==> config.mk <==
export PLATFORM = sky130hd
export DESIGN_NAME = fft_stage_ctrl_flat
export DESIGN_NICKNAME = d
export VERILOG_FILES = /design/src/rtl/fft_pkg.sv /design/src/rtl/fft_stage_ctrl_if.sv /design/src/rtl/fft_addr_gen.sv /design/src/rtl/fft_stage_ctrl.sv /design/src/flat_wrapper.sv
export SDC_FILE = /design/constraint.sdc
export NUM_CORES = 1
export LEC_CHECK = 0
export CAP_MARGIN = 20
export CELL_PAD_IN_SITES_DETAIL_PLACEMENT = 0
export CELL_PAD_IN_SITES_GLOBAL_PLACEMENT = 2
export CORE_UTILIZATION = 34
export CTS_CLUSTER_DIAMETER = 150
export DETAILED_ROUTE_END_ITERATION = 10
export PLACE_DENSITY = 0.8
export SYNTH_ARGS = -nofsm -noshare
export SYNTH_HDL_FRONTEND = slang
export SYNTH_SLANG_ARGS = --single-unit
==> constraint.sdc <==
create_clock -name clk -period 4.3 [get_ports clk]
set_input_delay 0.43 -clock clk [delete_from_list [all_inputs] [get_ports clk]]
set_output_delay 0.43 -clock clk [all_outputs]
set_load 0.01 [all_outputs]
==> src/rtl/fft_pkg.sv <==
// Shared definitions for the FFT stage sequencer: the default transform size,
// the sequencer state encoding and the derived width helpers.
// Optional feature macro: FFT_CTRL_IFFT_EN (inverse-transform twiddles).
package fft_pkg;

  localparam int N_LOG2_DEF = 8;

  typedef enum logic [1:0] {
    ST_IDLE  = 2'd0,
    ST_RUN   = 2'd1,
    ST_DRAIN = 2'd2,
    ST_DONE  = 2'd3
  } fft_state_e;

  // Address width: one bit per FFT stage.
  function automatic int aw_f(input int n_log2);
    return n_log2;
  endfunction

  // Stage number width.
  function automatic int sw_f(input int n_log2);
    return $clog2(n_log2);
  endfunction

  // Butterfly index and twiddle width (N/2 butterflies per stage).
  function automatic int kw_f(input int n_log2);
    return n_log2 - 1;
  endfunction

endpackage

==> src/rtl/fft_stage_ctrl_if.sv <==
// Butterfly request / write-back bus between the stage sequencer (master)
// and the butterfly datapath (slave).
// Optional feature macro: FFT_CTRL_IFFT_EN adds the tw_conj flag.
interface fft_stage_ctrl_if
  import fft_pkg::*;
#(
  parameter int N_LOG2 = N_LOG2_DEF
) ();

  localparam int AW = aw_f(N_LOG2);
  localparam int KW = kw_f(N_LOG2);

  logic          bf_valid;
  logic          bf_ready;
  logic [AW-1:0] addr_a;
  logic [AW-1:0] addr_b;
  logic [KW-1:0] tw_idx;
  logic          wb_valid;

`ifdef FFT_CTRL_IFFT_EN
  logic          tw_conj;

  modport master (
    output bf_valid, addr_a, addr_b, tw_idx, tw_conj,
    input  bf_ready, wb_valid
  );

  modport slave (
    input  bf_valid, addr_a, addr_b, tw_idx, tw_conj,
    output bf_ready, wb_valid
  );
`else
  modport master (
    output bf_valid, addr_a, addr_b, tw_idx,
    input  bf_ready, wb_valid
  );

  modport slave (
    input  bf_valid, addr_a, addr_b, tw_idx,
    output bf_ready, wb_valid
  );
`endif

endinterface

==> src/rtl/fft_addr_gen.sv <==
// Radix-2 DIT in-place address and twiddle mapping for butterfly k of stage s.
// The high part of k (above the stage span) selects the butterfly group, the
// low part is the position inside the group; a zero bit is inserted at the
// span position to form addr_a, and addr_b sits one span higher.
module fft_addr_gen
  import fft_pkg::*;
#(
  parameter  int N_LOG2 = N_LOG2_DEF,
  localparam int AW     = aw_f(N_LOG2),
  localparam int SW     = sw_f(N_LOG2),
  localparam int KW     = kw_f(N_LOG2)
) (
  input  logic [SW-1:0] s,
  input  logic [KW-1:0] k,
  output logic [AW-1:0] addr_a,
  output logic [AW-1:0] addr_b,
  output logic [KW-1:0] tw_idx
);

  logic [KW-1:0] hi_mask_s;
  logic [KW-1:0] hi_s;
  logic [KW-1:0] pos_s;
  logic [AW-1:0] span_s;
  logic [AW-1:0] addr_a_s;
  logic [SW-1:0] tw_sh_s;

  // Split k at the stage span and rebuild the two butterfly addresses
  always_comb begin
    hi_mask_s = {KW{1'b1}} << s;
    hi_s      = k & hi_mask_s;
    pos_s     = k & ~hi_mask_s;
    span_s    = AW'(1'b1) << s;
    addr_a_s  = {hi_s, 1'b0} | {1'b0, pos_s};
    tw_sh_s   = SW'(KW) - s;
  end

  assign addr_a = addr_a_s;
  assign addr_b = addr_a_s + span_s;
  assign tw_idx = pos_s << tw_sh_s;

endmodule

==> src/rtl/fft_stage_ctrl.sv <==
// Stage sequencer for the in-place radix-2 DIT FFT: issues one butterfly
// request per accepted cycle, waits for every write-back of a stage before
// starting the next one, and pulses done after the last stage.
// Optional feature macro: FFT_CTRL_IFFT_EN adds the inverse input and the
// conjugated-twiddle flag tw_conj on the butterfly bus.
module fft_stage_ctrl
  import fft_pkg::*;
#(
  parameter  int N_LOG2 = N_LOG2_DEF,
  localparam int AW     = aw_f(N_LOG2),
  localparam int SW     = sw_f(N_LOG2),
  localparam int KW     = kw_f(N_LOG2)
) (
  input  logic            clk,
  input  logic            rst_n,
  input  logic            start,
  input  logic            abort,
`ifdef FFT_CTRL_IFFT_EN
  input  logic            inverse,
`endif
  fft_stage_ctrl_if.master bf,
  output logic [SW-1:0]   stage,
  output logic            busy,
  output logic            done
);

  localparam logic [KW-1:0] K_LAST  = {KW{1'b1}};
  localparam logic [KW:0]   WB_FULL = {1'b1, {KW{1'b0}}};
  localparam logic [SW-1:0] S_LAST  = SW'(N_LOG2 - 1);

  fft_state_e    state_r, state_nxt_s;
  logic [SW-1:0] stage_r, stage_nxt_s;
  logic [KW-1:0] k_r, k_nxt_s;
  logic [KW:0]   wb_cnt_r, wb_cnt_nxt_s;
  logic          accept_s;
  logic          wb_cnt_en_s;

  logic [AW-1:0] gen_a_s, gen_b_s;
  logic [KW-1:0] gen_tw_s, tw_out_s;
  logic [AW-1:0] addr_a_r, addr_b_r;
  logic [KW-1:0] tw_idx_r;
  logic          bf_valid_r, busy_r, done_r;

  assign accept_s    = (state_r == ST_RUN) && bf.bf_ready;
  assign wb_cnt_en_s = ((state_r == ST_RUN) || (state_r == ST_DRAIN))
                       && bf.wb_valid && (wb_cnt_r != WB_FULL);

  // Next state, stage, butterfly index and write-back count; abort wins
  always_comb begin
    state_nxt_s  = state_r;
    stage_nxt_s  = stage_r;
    k_nxt_s      = k_r;
    if (wb_cnt_en_s) begin
      wb_cnt_nxt_s = wb_cnt_r + (KW + 1)'(1'b1);
    end else begin
      wb_cnt_nxt_s = wb_cnt_r;
    end

    if (abort) begin
      state_nxt_s  = ST_IDLE;
      stage_nxt_s  = '0;
      k_nxt_s      = '0;
      wb_cnt_nxt_s = '0;
    end else begin
      case (state_r)
        ST_IDLE: begin
          if (start) begin
            state_nxt_s  = ST_RUN;
            stage_nxt_s  = '0;
            k_nxt_s      = '0;
            wb_cnt_nxt_s = '0;
          end else begin
            state_nxt_s  = ST_IDLE;
          end
        end
        ST_RUN: begin
          if (accept_s) begin
            k_nxt_s = k_r + KW'(1'b1);
            if (k_r == K_LAST) begin
              state_nxt_s = ST_DRAIN;
            end else begin
              state_nxt_s = ST_RUN;
            end
          end else begin
            state_nxt_s = ST_RUN;
          end
        end
        ST_DRAIN: begin
          // Uses the registered count, so DRAIN always lasts at least a cycle
          if (wb_cnt_r == WB_FULL) begin
            if (stage_r == S_LAST) begin
              state_nxt_s = ST_DONE;
            end else begin
              state_nxt_s  = ST_RUN;
              stage_nxt_s  = stage_r + SW'(1'b1);
              k_nxt_s      = '0;
              wb_cnt_nxt_s = '0;
            end
          end else begin
            state_nxt_s = ST_DRAIN;
          end
        end
        ST_DONE: begin
          state_nxt_s = ST_IDLE;
        end
        default: begin
          state_nxt_s  = ST_IDLE;
          stage_nxt_s  = '0;
          k_nxt_s      = '0;
          wb_cnt_nxt_s = '0;
        end
      endcase
    end
  end

  // Addresses are generated for the next (stage, k) so they can be registered;
  // while stalled (stage, k) does not move, which keeps the request stable
  fft_addr_gen #(
    .N_LOG2 (N_LOG2)
  ) u_addr_gen (
    .s      (stage_nxt_s),
    .k      (k_nxt_s),
    .addr_a (gen_a_s),
    .addr_b (gen_b_s),
    .tw_idx (gen_tw_s)
  );

`ifdef FFT_CTRL_IFFT_EN
  logic inverse_r, inverse_nxt_s, tw_conj_r;

  // Direction is captured when a start is taken and held for the transform
  always_comb begin
    inverse_nxt_s = inverse_r;
    if (abort) begin
      inverse_nxt_s = 1'b0;
    end else if ((state_r == ST_IDLE) && start) begin
      inverse_nxt_s = inverse;
    end else begin
      inverse_nxt_s = inverse_r;
    end
  end

  // For the inverse transform the twiddle index is negated modulo N
  assign tw_out_s = inverse_nxt_s ? ({KW{1'b0}} - gen_tw_s) : gen_tw_s;

  // Direction register and conjugate flag on the butterfly bus
  always_ff @(posedge clk or negedge rst_n) begin
    if (!rst_n) begin
      inverse_r <= 1'b0;
      tw_conj_r <= 1'b0;
    end else begin
      inverse_r <= inverse_nxt_s;
      tw_conj_r <= inverse_nxt_s && (state_nxt_s != ST_IDLE);
    end
  end

  assign bf.tw_conj = tw_conj_r;
`else
  assign tw_out_s = gen_tw_s;
`endif

  // Sequencer state and registered outputs
  always_ff @(posedge clk or negedge rst_n) begin
    if (!rst_n) begin
      state_r    <= ST_IDLE;
      stage_r    <= '0;
      k_r        <= '0;
      wb_cnt_r   <= '0;
      bf_valid_r <= 1'b0;
      busy_r     <= 1'b0;
      done_r     <= 1'b0;
      addr_a_r   <= '0;
      addr_b_r   <= '0;
      tw_idx_r   <= '0;
    end else begin
      state_r    <= state_nxt_s;
      stage_r    <= stage_nxt_s;
      k_r        <= k_nxt_s;
      wb_cnt_r   <= wb_cnt_nxt_s;
      bf_valid_r <= (state_nxt_s == ST_RUN);
      busy_r     <= (state_nxt_s != ST_IDLE);
      done_r     <= (state_nxt_s == ST_DONE);
      addr_a_r   <= gen_a_s;
      addr_b_r   <= gen_b_s;
      tw_idx_r   <= tw_out_s;
    end
  end

  assign bf.bf_valid = bf_valid_r;
  assign bf.addr_a   = addr_a_r;
  assign bf.addr_b   = addr_b_r;
  assign bf.tw_idx   = tw_idx_r;
  assign stage       = stage_r;
  assign busy        = busy_r;
  assign done        = done_r;

endmodule

==> src/flat_wrapper.sv <==
// flat-port wrapper written by rule: the top's interface ports become plain ports
module fft_stage_ctrl_flat import fft_pkg::*;
#(
  parameter  int N_LOG2 = N_LOG2_DEF,
  localparam int AW     = aw_f(N_LOG2),
  localparam int SW     = sw_f(N_LOG2),
  localparam int KW     = kw_f(N_LOG2)
)
  (clk, rst_n, start, abort, stage, busy, done, bf_bf_valid, bf_addr_a, bf_addr_b, bf_tw_idx, bf_bf_ready, bf_wb_valid);
  fft_stage_ctrl_if #(.N_LOG2(N_LOG2)) bf_i ();
  input  logic clk;
  input  logic rst_n;
  input  logic start;
  input  logic abort;
  output logic [SW-1:0] stage;
  output logic busy;
  output logic done;
  output wire logic [$bits(bf_i.bf_valid)-1:0] bf_bf_valid;
  output wire logic [$bits(bf_i.addr_a)-1:0] bf_addr_a;
  output wire logic [$bits(bf_i.addr_b)-1:0] bf_addr_b;
  output wire logic [$bits(bf_i.tw_idx)-1:0] bf_tw_idx;
  input wire logic [$bits(bf_i.bf_ready)-1:0] bf_bf_ready;
  input wire logic [$bits(bf_i.wb_valid)-1:0] bf_wb_valid;
  assign bf_bf_valid = bf_i.bf_valid;
  assign bf_addr_a = bf_i.addr_a;
  assign bf_addr_b = bf_i.addr_b;
  assign bf_tw_idx = bf_i.tw_idx;
  assign bf_i.bf_ready = bf_bf_ready;
  assign bf_i.wb_valid = bf_wb_valid;
  fft_stage_ctrl #(.N_LOG2(N_LOG2)) u_core (.clk(clk), .rst_n(rst_n), .start(start), .abort(abort), .bf(bf_i), .stage(stage), .busy(busy), .done(done));
endmodule
==> summary.md, run 1 <==
| Metric | Value |
|---|---|
| Status | `finished clean` |
| Crit Path Category | `flop to flop` |
| Async S/R FF share, synth | `1.00` |
| Int Power | `0.000576 W` |
| Drt pass-1 iters | `4` |
| Post-Syn Nets | `283` |
| Die H | `88.6 um` |
| Slew headroom | `0.568` |
| Critical Path Start | `u_core.state_r[1]` |
| HP Class | `input port to async pin` |
| Cts hold-fix bufs | `0` |
| GRT Total Usage | `0.172` |
| Reg clk slew, reported paths | `90 ps` |
| Final hold violations | `0` |
| Final period utilization | `0.823` |
| Antenna violations before repair | `0` |
| Via/cell ratio | `5.01` |
| Peak supply drop | `0.0000882 V` |
| RSZ-0062 raised after global routing | `false` |
| Finished Layout Cells | `403` |
| Synthesized area | `2550 um^2` |
| TritonCTS clock tree | `done` |
| Vias | `2018` |
| YS warnings | `0` |
| Starting Density | `0.351` |
| Placer congestion estimate | `0.837` |
| Largest net degree at the start of global routing | `47` |
| Critical path arrival | `3760 ps` |
| Setup TNS | `0 ps` |
| IO buf count | `34` |
| Logic pwr share | `0.075` |
| Top FF cell, synth | `dfrtp_1` |
| Antenna viol nets, final | `0` |
| WL/cell | `between 10 and 15 um` |
| Sw frac | `0.250` |
| Worst skew pair latency | `300 ps` |
| Sequential share of power | `0.574` |
| Die X | `88.6 um` |
| Most frequent cells in the layout | `dfrtp_1 (46), clkdlybuf4s50_1 (33), nor2_1 (26), nand2_1 (23), inv_1 (18)` |
| H-tree Lvls | `2` |
| Static Leak | `1.41 nW` |
| Worst setup EP type | `flop` |
| Syn Inst Count | `262` |
| Max_cap viols | `0` |
| Cell Rows | `31` |
| Proportion of layout cells with a drive suffix above 1 | `0.0954` |
| Num CTS Buffers | `5` |
| Clk sink count | `46` |
| Vias in the first global route | `2070` |
| Initial DRC count | `117` |
| Fin. max-slew vios | `0` |
| CP startpoint kind | `flop` |
| Hold_ws | `503 ps` |
| Nets | `about 320` |
| Post-DP HPWL | `4410 um` |
| Syn_area_per_cell | `between 9 and 10 um^2` |
| EDFF count, synth | `0` |
| Pwr/cell area | `around 250 nW/um^2` |
| Root Buffer | `clkbuf_8` |
| Slew at the pin with the worst max-slew slack | `644 ps` |
| CORE AREA | `7250 um^2` |
| Register area share after synthesis | `0.452` |
| Post-CTS Resized | `0` |
| Leading cell type in the layout, fill and taps excluded | `dfrtp_1` |
| Critical Path RT | `4520 ps` |
| Die area | `7850 um^2` |
| Final setup viols | `0` |
| # fillers | `717` |
| Clock power share | `0.351` |
| Sw power | `0.000192 W` |
| Post-CTS Setup Bufs | `0` |
| Area delta synth->final | `22.6%` |
| Min cycle time layout | `approximately 3500 ps` |
| Largest cells by area after synthesis | `dfrtp_1 (45%), ha_1 (6.9%), nor2_1 (3.8%), nand2_1 (3.4%), a21oi_1 (3.1%)` |
| Overall Power | `0.000768 W` |
| CTS Buffer Depth | `2` |
| Synth cell types | `54` |
| Number of placed I/O pins | `35` |
| Max FO, Critical Path | `9` |
| Area share of the largest cell type after synthesis | `0.452` |
| Fmax | `approximately 280 MHz` |
| Diode count | `0` |
| Placed Cells incl. Taps | `393` |
| Worst clock skew | `about 5.4 ps` |
| FF-to-FF Start | `u_core.state_r[1]` |
| WL final | `~6000 um` |
| DRC | `0` |
| #FFs+latches synth | `46` |
| Grt total ovfl | `0` |
| Cell taking the most area after synthesis | `dfrtp_1` |
| Global-route wire length before repair | `10300 um` |
==> kinds of logic (layout without fill, tap and decap cells) <==
kind of cell,Yosys count,after routing,synth area share
other,1,1,0.00147
XOR/XNOR,13,13,0.0447
AO/OA/AOI/OAI,67,67,0.182
AND/OR/NAND/NOR,90,90,0.183
flip-flops,46,46,0.452
multiplexers,5,5,0.0206
buffers and inverters,25,67,0.0398
adder cells (fa/ha/maj),15,15,0.0766
==> per-stage QoR <==
stage | worst slack, ps | utilization | instance area [um^2]
2_1_floorplan | 1170 | - | 2550
3_3_place_gp | 644 | 0.414 | 3010
3_5_place_dp | 710 | 0.414 | 3010
4_1_cts | 738 | 0.427 | 3100
5_1_grt | 310 | 0.431 | 3130
6_report | 760 | 0.431 | 3130
==> synth_stat cells, types with 2 or more instances <==
cell type and count:
a211oi_1 3, a21oi_1 16, dfrtp_1 46, nand4_1 2
nand2_1 23, mux2_2 2, ha_1 14, or2_2 4
nor3_1 3, a31oi_1 5, nor2_1 26, and2_1 6
o211ai_1 4, a21boi_0 2, and4_1 3, o21ai_1 3
o21a_1 2, o21ai_0 11, a41o_1 2, xor2_1 7
o21bai_1 4, o221ai_1 2, nand3_1 7, o311ai_1 2
buf_2 2, clkbuf_1 2, o22ai_1 2, nor2b_1 5
inv_1 18, and3_1 3, mux2i_1 3, xnor2_1 6
==> registers in the layout, summed over array words and instances, names as in the netlist <==
signal / count
u_core.busy: 1
u_core.bf.addr_a: 8
u_core.bf.addr_b: 8
u_core.done: 1
u_core.bf.bf_valid: 1
u_core.k_r: 7
u_core.wb_cnt_r: 8
u_core.bf.tw_idx: 7
u_core.state_r: 2
u_core.stage: 3
==> power by group through the flow <==
stage | clock, W | combinational, W | sequential, W
floorplan | 0 | 0.0000248 | 0.000451
detailed placement | 0 | 0.0000559 | 0.000449
global placement | 0 | 0.0000562 | 0.000449
CTS | 0.000282 | 0.0000564 | 0.000441
finish | 0.000269 | 0.0000578 | 0.000441
global route | 0.000299 | 0.0000652 | 0.000442
==> final timing paths <==
| path | end | slack [ps] | depth (start not counted) |
|---|---|---|---|
| max in group asynchronous | u_core.k_r[3] | 3320 | 3 |
| hold / removal | u_core.bf.bf_valid | 500 | 2 |
| hold reg to reg | u_core.wb_cnt_r[7] | 560 | 2 |
| setup reg to reg | u_core.bf.addr_b[6] | 760 | 15 |
| setup / recovery | u_core.bf.addr_b[6] | 760 | 15 |
| min in group clk | u_core.wb_cnt_r[7] | 560 | 2 |
==> worst max-delay path, cell delays in order (launching register included) <==
cell and delay [ps]:
dfrtp_1 420, inv_1 90, ha_1 260, mux2i_1 350, a21oi_1 180, nor2_4 240
nand2_1 150, nand2_1 180, mux2_2 400, fa_1 440, a21oi_1 150, nor2_1 50
nor2_1 150, o21bai_1 100, a21oi_1 180, xnor2_1 140
==> routing by layer <==
metal	track usage	up-vias	routed length (um)
li1	-	997	-
met1	0.235	982	2830
met2	0.280	39	2930
met3	0.0364	0	212
met4	0.0425	0	0
met5	0	-	0
==> area by class of cell <==
cell class / instances / area, um^2 / share of cell area
Clock buffer: 5 / 68.8 / 0.0220
Sequential cell: 46 / 1150 / 0.368
Tap cell: 99 / 124 / 0.0396
Multi-Input combinational cell: 191 / 1300 / 0.415
Timing Repair Buffer: 38 / 380 / 0.122
Clock inverter: 3 / 21.3 / 0.00681
Inverter: 21 / 83.8 / 0.0268
Note: power is estimated with default switching activity, not from simulation.
==> run 2, diff against run 1 <==
--- a/config.mk
+++ b/config.mk
@@ -8,10 +8,10 @@
 export CAP_MARGIN = 20
 export CELL_PAD_IN_SITES_DETAIL_PLACEMENT = 0
 export CELL_PAD_IN_SITES_GLOBAL_PLACEMENT = 2
-export CORE_UTILIZATION = 34
+export CORE_UTILIZATION = 31
 export CTS_CLUSTER_DIAMETER = 150
 export DETAILED_ROUTE_END_ITERATION = 10
-export PLACE_DENSITY = 0.8
+export PLACE_DENSITY = 0.77
 export SYNTH_ARGS = -nofsm -noshare
 export SYNTH_HDL_FRONTEND = slang
 export SYNTH_SLANG_ARGS = --single-unit
==> constraint.sdc (replaced) <==
create_clock -name clk -period 2.8 [get_ports clk]
set_input_delay 0.28 -clock clk [delete_from_list [all_inputs] [get_ports clk]]
set_output_delay 0.28 -clock clk [all_outputs]
set_load 0.01 [all_outputs]
==> summary.md, run 2 (synthesis results as in run 1) <==
| Metric | Value |
|---|---|
| Status | `complete, but fails checks` |
| Failing checks | `setup timing` |
| Die area | `roughly 8600 um^2` |
| Max_cap viols | `0` |
| HP Class | `input port to async pin` |
| Pwr/cell area | `between 300 and 400 nW/um^2` |
| Static Leak | `1.85 nW` |
| Dpl cell area | `3700 um^2` |
| Crit path cell chain | `inv_1 > ha_2 > and4bb_4 > a41oi_2 > a211o_4 > buf_6 > nor2_4 > o21ai_2 > o21ai_2 > ha_1 > a21oi_2 > o21bai_2 > a21oi_2 > o21bai_1 > a21oi_1 > xnor2_1` |
| Peak supply drop | `0.000155 V` |
| Post-DP HPWL | `5160 um` |
| GRT Total Usage | `0.172` |
| Met3 Use GR | `0.0304` |
| Number of placed I/O pins | `35` |
| CTS Buffer Depth | `2` |
| Min cycle time layout | `3000 ps` |
| Global-route wire length before repair | `11500 um` |
| # fillers | `734` |
| Proportion of layout cells with a drive suffix above 1 | `0.384` |
| Max FO, Critical Path | `7` |
| Most Crowded Layer GR | `met2` |
| Critical path arrival | `3230 ps` |
| Fin. max-slew vios | `0` |
| Placed Cells incl. Taps | `475` |
| Reg clk slew, reported paths | `100 ps` |
| Register Area | `about 1200 um^2` |
| Worst skew pair latency | `300 ps` |
| Final period utilization | `1.07` |
| Worst path max stage delay | `390 ps` |
| TritonCTS clock tree | `done` |
| Multi-input logic area | `approximately 1500 um^2` |
| CORE AREA | `7850 um^2` |
| Finished Layout Cells | `493` |
| GRT met2 Usage | `0.282` |
| Setup TNS | `-516 ps` |
| Final hold violations | `0` |
| Antenna violations before repair | `0` |
| Crit Path Category | `flop to flop` |
| Hold_ws | `472 ps` |
| WL final | `about 7000 um` |
| Num CTS Buffers | `5` |
| Root Buffer | `clkbuf_8` |
| Sw frac | `0.257` |
| Int Power | `0.000905 W` |
| Initial DRC count | `109` |
| Grt total ovfl | `0` |
| Placer congestion estimate | `0.839` |
| Cell Rows | `32` |
| Most frequent cells in the layout | `buf_4 (85), dfrtp_1 (46), clkdlybuf4s50_1 (33), nor2_1 (23), nand2_1 (19)` |
| WL/cell | `approximately 14 um` |
| Via/cell ratio | `roughly 4.8` |
| H-tree Lvls | `2` |
| Diode count | `0` |
| Die H | `92.7 um` |
| Nets | `411` |
| Setup WS post-layout | `-197 ps` |
| Slew at the pin with the worst max-slew slack | `631 ps` |
| Sw power | `0.000313 W` |
| Starting Density | `0.325` |
| Critical Path RT | `3030 ps` |
| Final setup viols | `4` |
| Final Instance Area | `between 3000 and 4000 um^2` |
| RSZ-0062 raised after global routing | `true` |
| CP startpoint kind | `flop` |
| Die X | `between 90 and 100 um` |
| Clk sink count | `46` |
| Area delta synth->final | `56.7%` |
| Largest net degree at the start of global routing | `47` |
| Vias in the first global route | `2376` |
| Worst clock skew | `6.48 ps` |
| Leading cell type in the layout, fill and taps excluded | `buf_4` |
| Vias | `~2300` |
| Worst setup EP type | `flop` |
| Slew headroom | `0.576` |
| IO buf count | `34` |
| Overall Power | `about 0.0012 W` |
| DRC | `0` |
| Antenna viol nets, final | `0` |
| Logic pwr share | `0.098` |
| Clock power share | `0.348` |
| Drt pass-1 iters | `4` |
| Sequential share of power | `0.555` |
| Met1 Use GR | `0.234` |
| Fmax | `around 330 MHz` |
| CP max stage cell | `dfrtp_1` |
[run 2: cell types whose count changed in the layout (fill, tap and decap cells not counted), sizes merged]
cell	delta
buf	+87
[run 2: metrics by stage]
step,utilization,setup slack (ps)
6_report,0.509,-197
5_1_grt,0.509,-351
4_1_cts,0.491,-193
3_5_place_dp,0.472,-349
3_3_place_gp,0.472,-334
2_1_floorplan,-,-24.7
[run 2: worst max-delay path, delay by kind of cell (launching register included)]
| kind | cells | cell delay (ps) |
|---|---|---|
| compound gates | 9 | 1350 |
| xor+xnor | 1 | 130 |
| fa+ha+maj | 2 | 440 |
| buf+inv | 2 | 200 |
| flops | 1 | 390 |
| simple gates | 2 | 410 |
[run 2: path summary, 6_finish.rpt]
check,slack (ps),startpoint,cells past startpoint,endpoint
max,-200,u_core.wb_cnt_r[1],16,u_core.bf.addr_b[7]
min,470,rst_n,2,u_core.done
max reg2reg,-200,u_core.wb_cnt_r[1],16,u_core.bf.addr_b[7]
min reg2reg,560,u_core.wb_cnt_r[7],2,u_core.wb_cnt_r[7]
max in group asynchronous,1820,rst_n,3,u_core.bf.addr_a[5]
min in group clk,560,u_core.wb_cnt_r[7],2,u_core.wb_cnt_r[7]
[run 2: final cells by class]
cell class / instances / area share
clock buffers: 5 / 0.0172
multi-input cells: 191 / 0.373
well taps: 102 / 0.0320
flip-flops and latches: 46 / 0.288
inverters: 21 / 0.0216
clock inverters: 3 / 0.00533
repair buffers: 125 / 0.263
[run 2: routing by layer]
| metal | wire length, um | share of wire |
|---|---|---|
| met5 | 0 | 0 |
| met4 | 74 | 0.011 |
| met3 | 212 | 0.031 |
| met2 | 3290 | 0.48 |
| met1 | 3290 | 0.48 |
[run 2: what timing repair did]
action / CTS / global route
hold endpoints to repair: 0 / 20
setup endpoints to repair: 4 / 4
setup buffers: 6 / 6
hold buffers: 0 / 1
pin swaps: 6 / 15
resized for setup: 13 / 18
[run 2: power groups by stage]
stage          Combinational (W)  Clock [W]  Sequential, W
2_1_floorplan          0.0000454          0       0.000692
3_3_place_gp            0.000112          0       0.000689
3_5_place_dp            0.000112          0       0.000689
4_1_cts                 0.000115   0.000437       0.000676
5_1_grt                 0.000131   0.000461       0.000677
6_report                0.000119   0.000423       0.000676
==> run 3, diff against run 2 <==
--- a/config.mk
+++ b/config.mk
@@ -8,10 +8,11 @@
 export CAP_MARGIN = 20
 export CELL_PAD_IN_SITES_DETAIL_PLACEMENT = 0
 export CELL_PAD_IN_SITES_GLOBAL_PLACEMENT = 2
-export CORE_UTILIZATION = 31
+export CORE_UTILIZATION = 32
+export CTS_BUF_LIST = sky130_fd_sc_hd__clkbuf_2
 export CTS_CLUSTER_DIAMETER = 150
 export DETAILED_ROUTE_END_ITERATION = 10
-export PLACE_DENSITY = 0.77
+export PLACE_DENSITY = 0.79
 export SYNTH_ARGS = -nofsm -noshare
 export SYNTH_HDL_FRONTEND = slang
 export SYNTH_SLANG_ARGS = --single-unit
==> summary.md, run 3 (synthesis results as in run 1) <==
| Metric | Value |
|---|---|
| FF-to-FF Start | `u_core.state_r[1]` |
| Vias in the first global route | `2524` |
| WL final | `7160 um` |
| Finished Layout Cells | `around 500` |
| Max FO, Critical Path | `7` |
| Critical Path RT | `~3200 ps` |
| Sw frac | `0.266` |
| Final period utilization | `1.09` |
| Starting Density | `0.330` |
| Leading cell type in the layout, fill and taps excluded | `buf_4` |
| Slew at the pin with the worst max-slew slack | `622 ps` |
| Setup TNS | `-737 ps` |
| Worst setup EP type | `flop` |
| CORE AREA | `roughly 7700 um^2` |
| Max_cap viols | `0` |
| Status | `complete, but fails checks` |
| # fillers | `about 740` |
| Worst clock skew | `16.4 ps` |
| Logic pwr share | `0.114` |
| TritonCTS clock tree | `done` |
| Static Leak | `between 1.5 and 2 nW` |
| Slew headroom | `0.582` |
| Num CTS Buffers | `5` |
| Area delta synth->final | `55.7%` |
| GRT Total Usage | `0.183` |
| IO buf count | `34` |
| Die X | `91.2 um` |
| Peak supply drop | `roughly 0.00014 V` |
| Global-route wire length before repair | `11900 um` |
| Reg2reg setup slack | `-260 ps` |
| Fin. max-slew vios | `0` |
| Dpl cell area | `approximately 3700 um^2` |
| CP max stage cell | `dfrtp_1` |
| Most frequent cells in the layout | `buf_4 (93), dfrtp_1 (46), clkdlybuf4s50_1 (33), nor2_1 (24), nand2_1 (20)` |
| H-tree Lvls | `2` |
| Reg clk slew, reported paths | `240 ps` |
| Critical Path Start | `u_core.state_r[1]` |
| Placer congestion estimate | `0.822` |
| WL/cell | `14.3 um` |
| Largest net degree at the start of global routing | `between 40 and 50` |
| CP startpoint kind | `flop` |
| Antenna viol nets, final | `0` |
| Pwr/cell area | `270 nW/um^2` |
| Proportion of layout cells with a drive suffix above 1 | `0.385` |
| Cell mode on critical path | `a21oi_2` |
| Via/cell ratio | `4.74` |
| Min cycle time layout | `3060 ps` |
| RSZ-0062 raised after global routing | `true` |
| DRC | `0` |
| Final Instance Area | `3970 um^2` |
| Diode count | `0` |
| Drt pass-1 iters | `4` |
| Cell Rows | `32` |
| Die area | `8330 um^2` |
| Final hold violations | `0` |
| Post-DP HPWL | `5170 um` |
| Critical Path End | `u_core.bf.addr_b[7]` |
| Root Buffer | `clkbuf_2` |
| HP Class | `input port to async pin` |
| Clock power share | `0.254` |
| Worst path max stage delay | `470 ps` |
| Crit path cell chain | `buf_6 > ha_4 > nor2b_4 > and4_4 > o31ai_4 > buf_6 > nor2_4 > o21ai_1 > o21ai_1 > ha_1 > a21oi_2 > o21bai_1 > a21oi_2 > o21bai_1 > a21oi_2 > xnor2_1` |
| Vias | `2363` |
| Grt total ovfl | `0` |
| Int Power | `0.000788 W` |
| Number of placed I/O pins | `35` |
| Critical path arrival | `3410 ps` |
| Reg2Reg Capture Point | `u_core.bf.addr_b[7]` |
| CTS Buffer Depth | `2` |
| Sw power | `0.000285 W` |
| Worst skew pair latency | `420 ps` |
| Setup slack at placement | `-385 ps` |
| Fmax | `327 MHz` |
| Sequential share of power | `0.631` |
| Crit Path Category | `flop to flop` |
| Cell count of the worst reg-to-reg path | `16` |
| Final setup viols | `4` |
| Setup WS post-layout | `-257 ps` |
| Failing checks | `setup timing` |
| Initial DRC count | `84` |
| Nets | `418` |
| Antenna violations before repair | `0` |
| Clk sink count | `46` |
| Die H | `91.2 um` |
| Placed Cells incl. Taps | `474` |
-- run 3: changes by cell type in the layout (fill, tap and decap cells not counted), sizes merged --
cell,previous run,this run
buf,91,98
clkinvlp,1,0
-- run 3: worst min path at each step --
stage / from / to / slack, ps
after global placement: rst_n / u_core.busy / 510
after floorplan: rst_n / u_core.bf.addr_a[0] / -20
after CTS: rst_n / u_core.busy / 50
final: rst_n / u_core.busy / 310
after global routing: rst_n / u_core.busy / 340
after detailed placement: u_core.wb_cnt_r[7] / u_core.wb_cnt_r[7] / 550
-- run 3: power by group through the flow --
| stage | clock network (W) | registers [W] | logic (W) |
|---|---|---|---|
| after floorplan | 0 | 0.000692 | 0.0000454 |
| after global placement | 0 | 0.000689 | 0.000113 |
| after detailed placement | 0 | 0.000689 | 0.000115 |
| after CTS | 0.000290 | 0.000678 | 0.000120 |
| after global routing | 0.000307 | 0.000679 | 0.000137 |
| final | 0.000273 | 0.000678 | 0.000123 |
-- run 3: critical path: cells and delay by family (launching register included) --
kind                       cells  cell delay [ps]
and+or+nand+nor                3              360
adders and majority gates      2              540
AOI/OAI and AO/OA              8             1180
DFF                            1              470
xor gates and xnor gates       1              130
buffers and inverters          2              300
-- run 3: final cells by class --
| cell class | count | area, um^2 | share of cell area |
|---|---|---|---|
| timing repair buffer | 132 | 1100 | 0.276 |
| sequential | 46 | 1150 | 0.290 |
| tap | 102 | 128 | 0.0322 |
| inverter | 21 | 83.8 | 0.0211 |
| clock buffer | 5 | 25.0 | 0.00631 |
| clock inverter | 2 | 10.0 | 0.00252 |
| multi-input combinational | 191 | 1470 | 0.371 |
-- run 3: repair_timing --
item / in CTS / in global routing
gates resized for setup: 11 / 14
buffers inserted: 16 / 8
setup endpoints to repair: 4 / 7
hold endpoints to repair: 0 / 19
hold buffers: 0 / 1
pin swaps: 17 / 16
-- run 3: stage by stage --
step | utilization | hold slack [ps] | power (W)
3_5_place_dp | 0.478 | 551 | 0.000804
6_report | 0.514 | 309 | 0.00107
4_1_cts | 0.502 | 52.7 | 0.00109
3_3_place_gp | 0.478 | 514 | 0.000802
2_1_floorplan | - | -15.6 | 0.000738
5_1_grt | 0.514 | 335 | 0.00112
-- run 3: per-layer routing --
layer	vias up	wire length, um	GRT usage
li1	1193	-	-
met1	1117	3250	0.223
met4	0	98	0.0569
met2	41	3600	0.327
met3	12	204	0.0318
met5	-	0	0
==> variant 1 (config.mk and constraints of run 3) <==
`N_LOG2_DEF`: 8 -> 7.
--- a/src/rtl/fft_pkg.sv
+++ b/src/rtl/fft_pkg.sv
@@ -4,5 +4,5 @@
 package fft_pkg;
 
-  localparam int N_LOG2_DEF = 8;
+  localparam int N_LOG2_DEF = 7;
 
   typedef enum logic [1:0] {
Ports: changed (resized bf_addr_a, bf_addr_b and bf_tw_idx); port bits go from 35 to 32. The function was not compared with the original's and may differ.
==> variant 1 against run 3 <==
The flow still finishes with violations (negative setup slack). First-iteration DRC count is 21% higher. Power is 11% lower. Critical path type unchanged. Routed wire length is 14% lower. Utilization decreased by 0.19 points. Highest routed layer unchanged. Die area down 2.6%. Synthesized area fell by 2.7%. Cell count down 8.0%. Sequential share of layout area decreased by 1.8 points. Setup slack worse by 0.20 ns. Design area down 5.0%. Non-clock buffer count fell by 18. Sequential cell count decreased by 5. Critical path depth unchanged.
==> variant 1: results (changes against run 3) <==
metric,value,unit,change
tightest_slew,0.535,ns,-0.0871 ns
ir_drop,0.000183,V,+35%
clk_pin_slew,0.23,ns,
grt_max_degree,42,,-11%
r2r-start,u_core.wb_cnt_r[3],,
cts_buffer_depth,2,,unchanged
yosysSeqAreaShare,41.4,%,-3.8 points
holdWs,0.271,ns,-0.0380 ns
grt_pass1_vias,2181,,-14%
synth.area.top_cells,"dfrtp_1 (41%), ha_1 (10%), nand2_1 (3.0%), inv_1 (2.6%), nor2_1 (2.6%)",,
hold_path_class,input pin to async pin,,
drc,0,,unchanged
diodes,0,,unchanged
crit_arrival,3.55,ns,+0.14 ns
yosys_warnings,0,,unchanged
synth_common_cells,"dfrtp_1 (41), ha_1 (20), nand2_1 (20)",,
dp_slack,-0.682,ns,-0.297 ns
vias_per_cell,4.75,,+0.34%
root_buffer,clkbuf_2,,
cp_top_family,simple AND/OR/NAND/NOR gates,,
reg2reg_to,u_core.bf.addr_b[6],,
synth_enable_flop_cells,0,,unchanged
n_fill_cell,707,,-3.9%
drive_gt1_share,39.7,%,+1.2 points
outcome,finished with violations,,
ys_types,63,,+17%
wire_per_inst,13.5,µm,-6.0%
gp_congestion,0.823,,+0.12%
path_max_fanout,7,,unchanged
h-tree-depth,2,,unchanged
async_flop_share,100,%,unchanged
dpl_cell_area,3470,µm²,-6.0%
crit_path_max_incr_delay,0.56,ns,+0.09 ns
numPortBuffers,31,,-8.8%
grt_first_pass_wirelength,10.6,mm,-11%
antenna_found_initial,0,,unchanged
drtIter0Drc,102,,+21%
cts_inserted_buffers,5,,unchanged
skew,0.0422,ns,+0.0258 ns
setup_viol,5,,+1
final_nets,388,,-7.2%
violations,negative setup slack,,
p_leak,1.73,nW,-8.4%
dr.pass1.iters,4,,unchanged
syn_nets,273,,-3.5%
worstSetupPathType,flop to flop,,
grtUsageTotal,16.2,%,-2.0 points
rr_worst_depth,16,,unchanged
setup_ws,-0.453,ns,-0.196 ns
clkLatencyLatePin,0.41,ns,
crit_slowest_cell,or4b_4,,
dp_hpwl,4.65,mm,-10%
## variant 1: cell types whose count changed in the layout (fill, tap and decap cells not counted), moves of 5 or more
cell	run 3	this run
dfrtp_1	46	41
nor2_1	24	17
buf_4	93	80
ha_1	8	13
xor2_1	7	2
## variant 1: worst register-to-register path, cell delays in order, from the launching register on
cell and delay, ns:
dfrtp_1 0.44, or4b_4 0.56, o311ai_2 0.25, and3b_2 0.25, inv_2 0.06, ha_4 0.15
inv_2 0.05, ha_4 0.13, a211oi_4 0.04, a31o_2 0.25, ha_4 0.27, nor2b_4 0.12
o21ai_2 0.06, a21boi_2 0.16, o21ai_1 0.07, nand2b_1 0.07, xnor3_1 0.20
## variant 1: metrics by stage
stage / setup TNS [ns] / cells / utilization (%)
floorplan: -1.49 / 246 / -
detailed placement: -2.42 / 444 / 47.1
global route: -2.16 / 459 / 51.2
finish: -1.31 / 459 / 51.2
global placement: -2.09 / 444 / 47.1
CTS: -1.78 / 456 / 49.1
## variant 1: timing repair
item	in CTS	in global routing
gates resized for setup	21	24
setup buffers	8	5
hold buffers	0	1
endpoints found under the setup margin	8	10
pin swaps	9	13
hold endpoints to repair	0	11
## variant 1: report_power, final
| part | switching (mW) | leakage, nW | internal [mW] |
|---|---|---|---|
| combinational | 0.0578 | 1.15 | 0.0514 |
| clock | 0.190 | 0.0247 | 0.0510 |
| sequential | 0.00283 | 0.562 | 0.600 |
| total | 0.250 | 1.73 | 0.702 |
## variant 1: worst max path at each step
stage,cells after the start,to
6_report,16,u_core.bf.addr_b[6]
5_1_grt,16,u_core.bf.addr_b[6]
4_1_cts,16,u_core.bf.addr_b[6]
3_5_place_dp,16,u_core.bf.addr_b[6]
3_3_place_gp,16,u_core.bf.addr_b[6]
2_1_floorplan,18,u_core.bf.addr_b[6]
## variant 1: metal layers
metal	share of wire [%]	up-vias	GRT usage [%]
met4	1.2	0	5.24
met5	0	-	0
met1	49	1051	22.2
met2	47	30	26.1
met3	2.6	5	2.71
li1	-	1095	-
## variant 1: area by class of cell
class | count | area (µm²) | share of cell area (%)
clock buffers | 5 | 25.0 | 0.664
clock inverters | 1 | 5.00 | 0.133
inverters | 20 | 80.1 | 2.12
multi-input cells | 179 | 1560 | 41.5
flip-flops and latches | 41 | 1030 | 27.2
well taps | 99 | 124 | 3.28
repair buffers | 114 | 947 | 25.1
## variant 1: kinds of logic (layout without fill, tap and decap cells)
logic type	Yosys count	after routing	share of synthesized area, %
simple gates	88	88	20.5
compound gates	57	57	17.3
flops	41	41	41.4
buf+inv	26	140	4.84
fa+ha+maj	21	21	10.9
xor+xnor	9	9	3.73
mux	3	3	1.21
other cells	1	1	0.151
==> variant 2 (config.mk and constraints of run 3) <==
Without the edit above. `stage_r` no longer has a reset.
--- a/src/rtl/fft_stage_ctrl.sv
+++ b/src/rtl/fft_stage_ctrl.sv
@@ -164,5 +164,4 @@
     if (!rst_n) begin
       state_r    <= ST_IDLE;
-      stage_r    <= '0;
       k_r        <= '0;
       wb_cnt_r   <= '0;
@@ -175,5 +174,4 @@
     end else begin
       state_r    <= state_nxt_s;
-      stage_r    <= stage_nxt_s;
       k_r        <= k_nxt_s;
       wb_cnt_r   <= wb_cnt_nxt_s;
@@ -187,4 +185,8 @@
   end
 
+  always_ff @(posedge clk) begin
+    stage_r <= stage_nxt_s;
+  end
+
   assign bf.bf_valid = bf_valid_r;
   assign bf.addr_a   = addr_a_r;
Formal check against the unedited RTL: no difference found for any inputs over 10 cycles, from zero or initial values and one cycle with rst_n low; that may be too few to reach the edited logic, so the function may still have changed.
==> variant 2 against run 3 <==
The flow still finishes with violations (negative setup slack). Global-route usage shrank 1.1 points. Design area about the same. Routed wire length down 2.7%. Synthesized area is 0.59% lower. Setup slack about the same. Count of clock-buffer cells in the layout unchanged. Sequential cell count did not move. Power increased by 1.6%. Worst hold slack worse by 0.038 ns.
==> variant 2: results (changes against run 3) <==
metric,value,unit,change
fin_cells,493,,-1.2%
r2r-start,u_core.state_r[1],,
drtIter0Drc,71,,-15%
synth.area.top_cells,"dfrtp_1 (42%), ha_1 (6.9%), nor2_1 (3.9%), nand2_1 (3.4%), a21oi_1 (3.2%)",,
yosysSeqAreaShare,44.8,%,-0.32 points
clk_pin_slew,0.27,ns,+0.03 ns
path_max_fanout,7,,unchanged
regArea,1140,µm²,-1.3%
crit_arrival,3.39,ns,-0.02 ns
h-tree-depth,2,,unchanged
dp_cells,472,,-0.42%
grt_pass1_vias,2359,,-6.5%
grtUsageTotal,17.2,%,-1.1 points
cts_inserted_buffers,5,,unchanged
routed.top_layer,met4,,
gp_congestion,0.793,,-3.6%
syn_nets,283,,unchanged
setup_ws,-0.257,ns,-0.0000720 ns
use_met3,2.85,%,-0.34 points
ir_drop,0.000180,V,+33%
hold_path_class,input pin to async pin,,
setup_viol,4,,unchanged
holdWs,0.271,ns,-0.0381 ns
tightest_slew,0.653,ns,+0.0313 ns
skew,0.0360,ns,+0.0195 ns
numPortBuffers,34,,unchanged
wl_met1,3.22,mm,-1.1%
dp_slack,-0.350,ns,+0.0350 ns
wl_met3,185,µm,-9.3%
cp_top_family,compound AO/OA/AOI/OAI gates,,
dpl_cell_area,3660,µm²,-0.98%
dr.pass1.iters,4,,unchanged
outcome,finished with violations,,
dp_hpwl,5.17,mm,about the same
wire_per_inst,14.1,µm,-1.5%
grtUsageMet2,29.7,%,-3.0 points
p_leak,1.84,nW,-2.6%
met2WireLength,3.54,mm,-1.8%
yosys_warnings,0,,unchanged
crit_path_max_incr_delay,0.48,ns,
vias_per_cell,4.79,,+1.1%
root_buffer,clkbuf_2,,
synth_cells,262,,unchanged
finalSetupTns,-0.640,ns,+0.0970 ns
violations,negative setup slack,,
use_met1,23.1,%,+0.81 points
antenna_found_initial,0,,unchanged
grt_max_degree,44,,-6.4%
reg2reg_to,u_core.bf.addr_b[6],,
rr_worst_depth,14,,-2
final_nets,411,,-1.7%
async_flop_share,93.5,%,-6.5 points
synth_common_cells,"dfrtp_1 (43), nor2_1 (26), nand2_1 (23)",,
grt_first_pass_wirelength,11.3,mm,-5.2%
n_fill_cell,743,,+0.95%
diodes,0,,unchanged
ys_types,55,,+1.9%
drive_gt1_share,38.6,%,+0.080 points
clkLatencyLatePin,0.42,ns,about the same
cts_buffer_depth,2,,unchanged
[variant 2: cell count changes after synthesis]
cell,before,now
dfrtp_1,46,43
dfxtp_1,0,3
[variant 2: kinds of logic (layout without fill, tap and decap cells)]
logic type,Yosys count,after routing,synth area share [%]
xor gates and xnor gates,13,13,4.49
other,1,1,0.148
DFF,46,46,44.8
muxes,5,5,2.07
adders and majority gates,15,15,7.70
buffers and inverters,25,154,4.00
and+or+nand+nor,90,90,18.4
AOI/OAI and AO/OA,67,67,18.3
[variant 2: timing repair]
item                                   CTS  global route
resized for setup                       13            25
setup endpoints to repair                4             5
endpoints found under the hold margin    0            15
pin swaps                               10             6
hold buffers                             0             1
cloned                                   0             0
buffers inserted                         4             8
[variant 2: area by class of cell]
cell class | instances | share of cell area, %
Inverter | 21 | 2.11
Tap cell | 102 | 3.22
Sequential cell | 46 | 28.6
Clock inverter | 3 | 0.536
Multi-Input combinational cell | 191 | 38.4
Timing Repair Buffer | 125 | 26.4
Clock buffer | 5 | 0.631
[variant 2: worst max-delay path by stage]
stage	from	end	slack (ns)	depth (start not counted)
floorplan	u_core.wb_cnt_r[0]	u_core.bf.addr_b[7]	-0.03	15
global placement	start	u_core.bf.addr_b[6]	-0.28	13
detailed placement	start	u_core.bf.addr_b[7]	-0.35	15
CTS	u_core.state_r[0]	u_core.bf.addr_b[6]	-0.25	14
global route	u_core.wb_cnt_r[0]	u_core.bf.addr_b[6]	-0.40	14
finish	u_core.state_r[1]	u_core.bf.addr_b[6]	-0.26	14
[variant 2: power by group]
group	internal [mW]	switching, mW	total [mW]
Sequential	0.673	0.00376	0.677
Combinational	0.0587	0.0637	0.122
Clock	0.0618	0.229	0.291
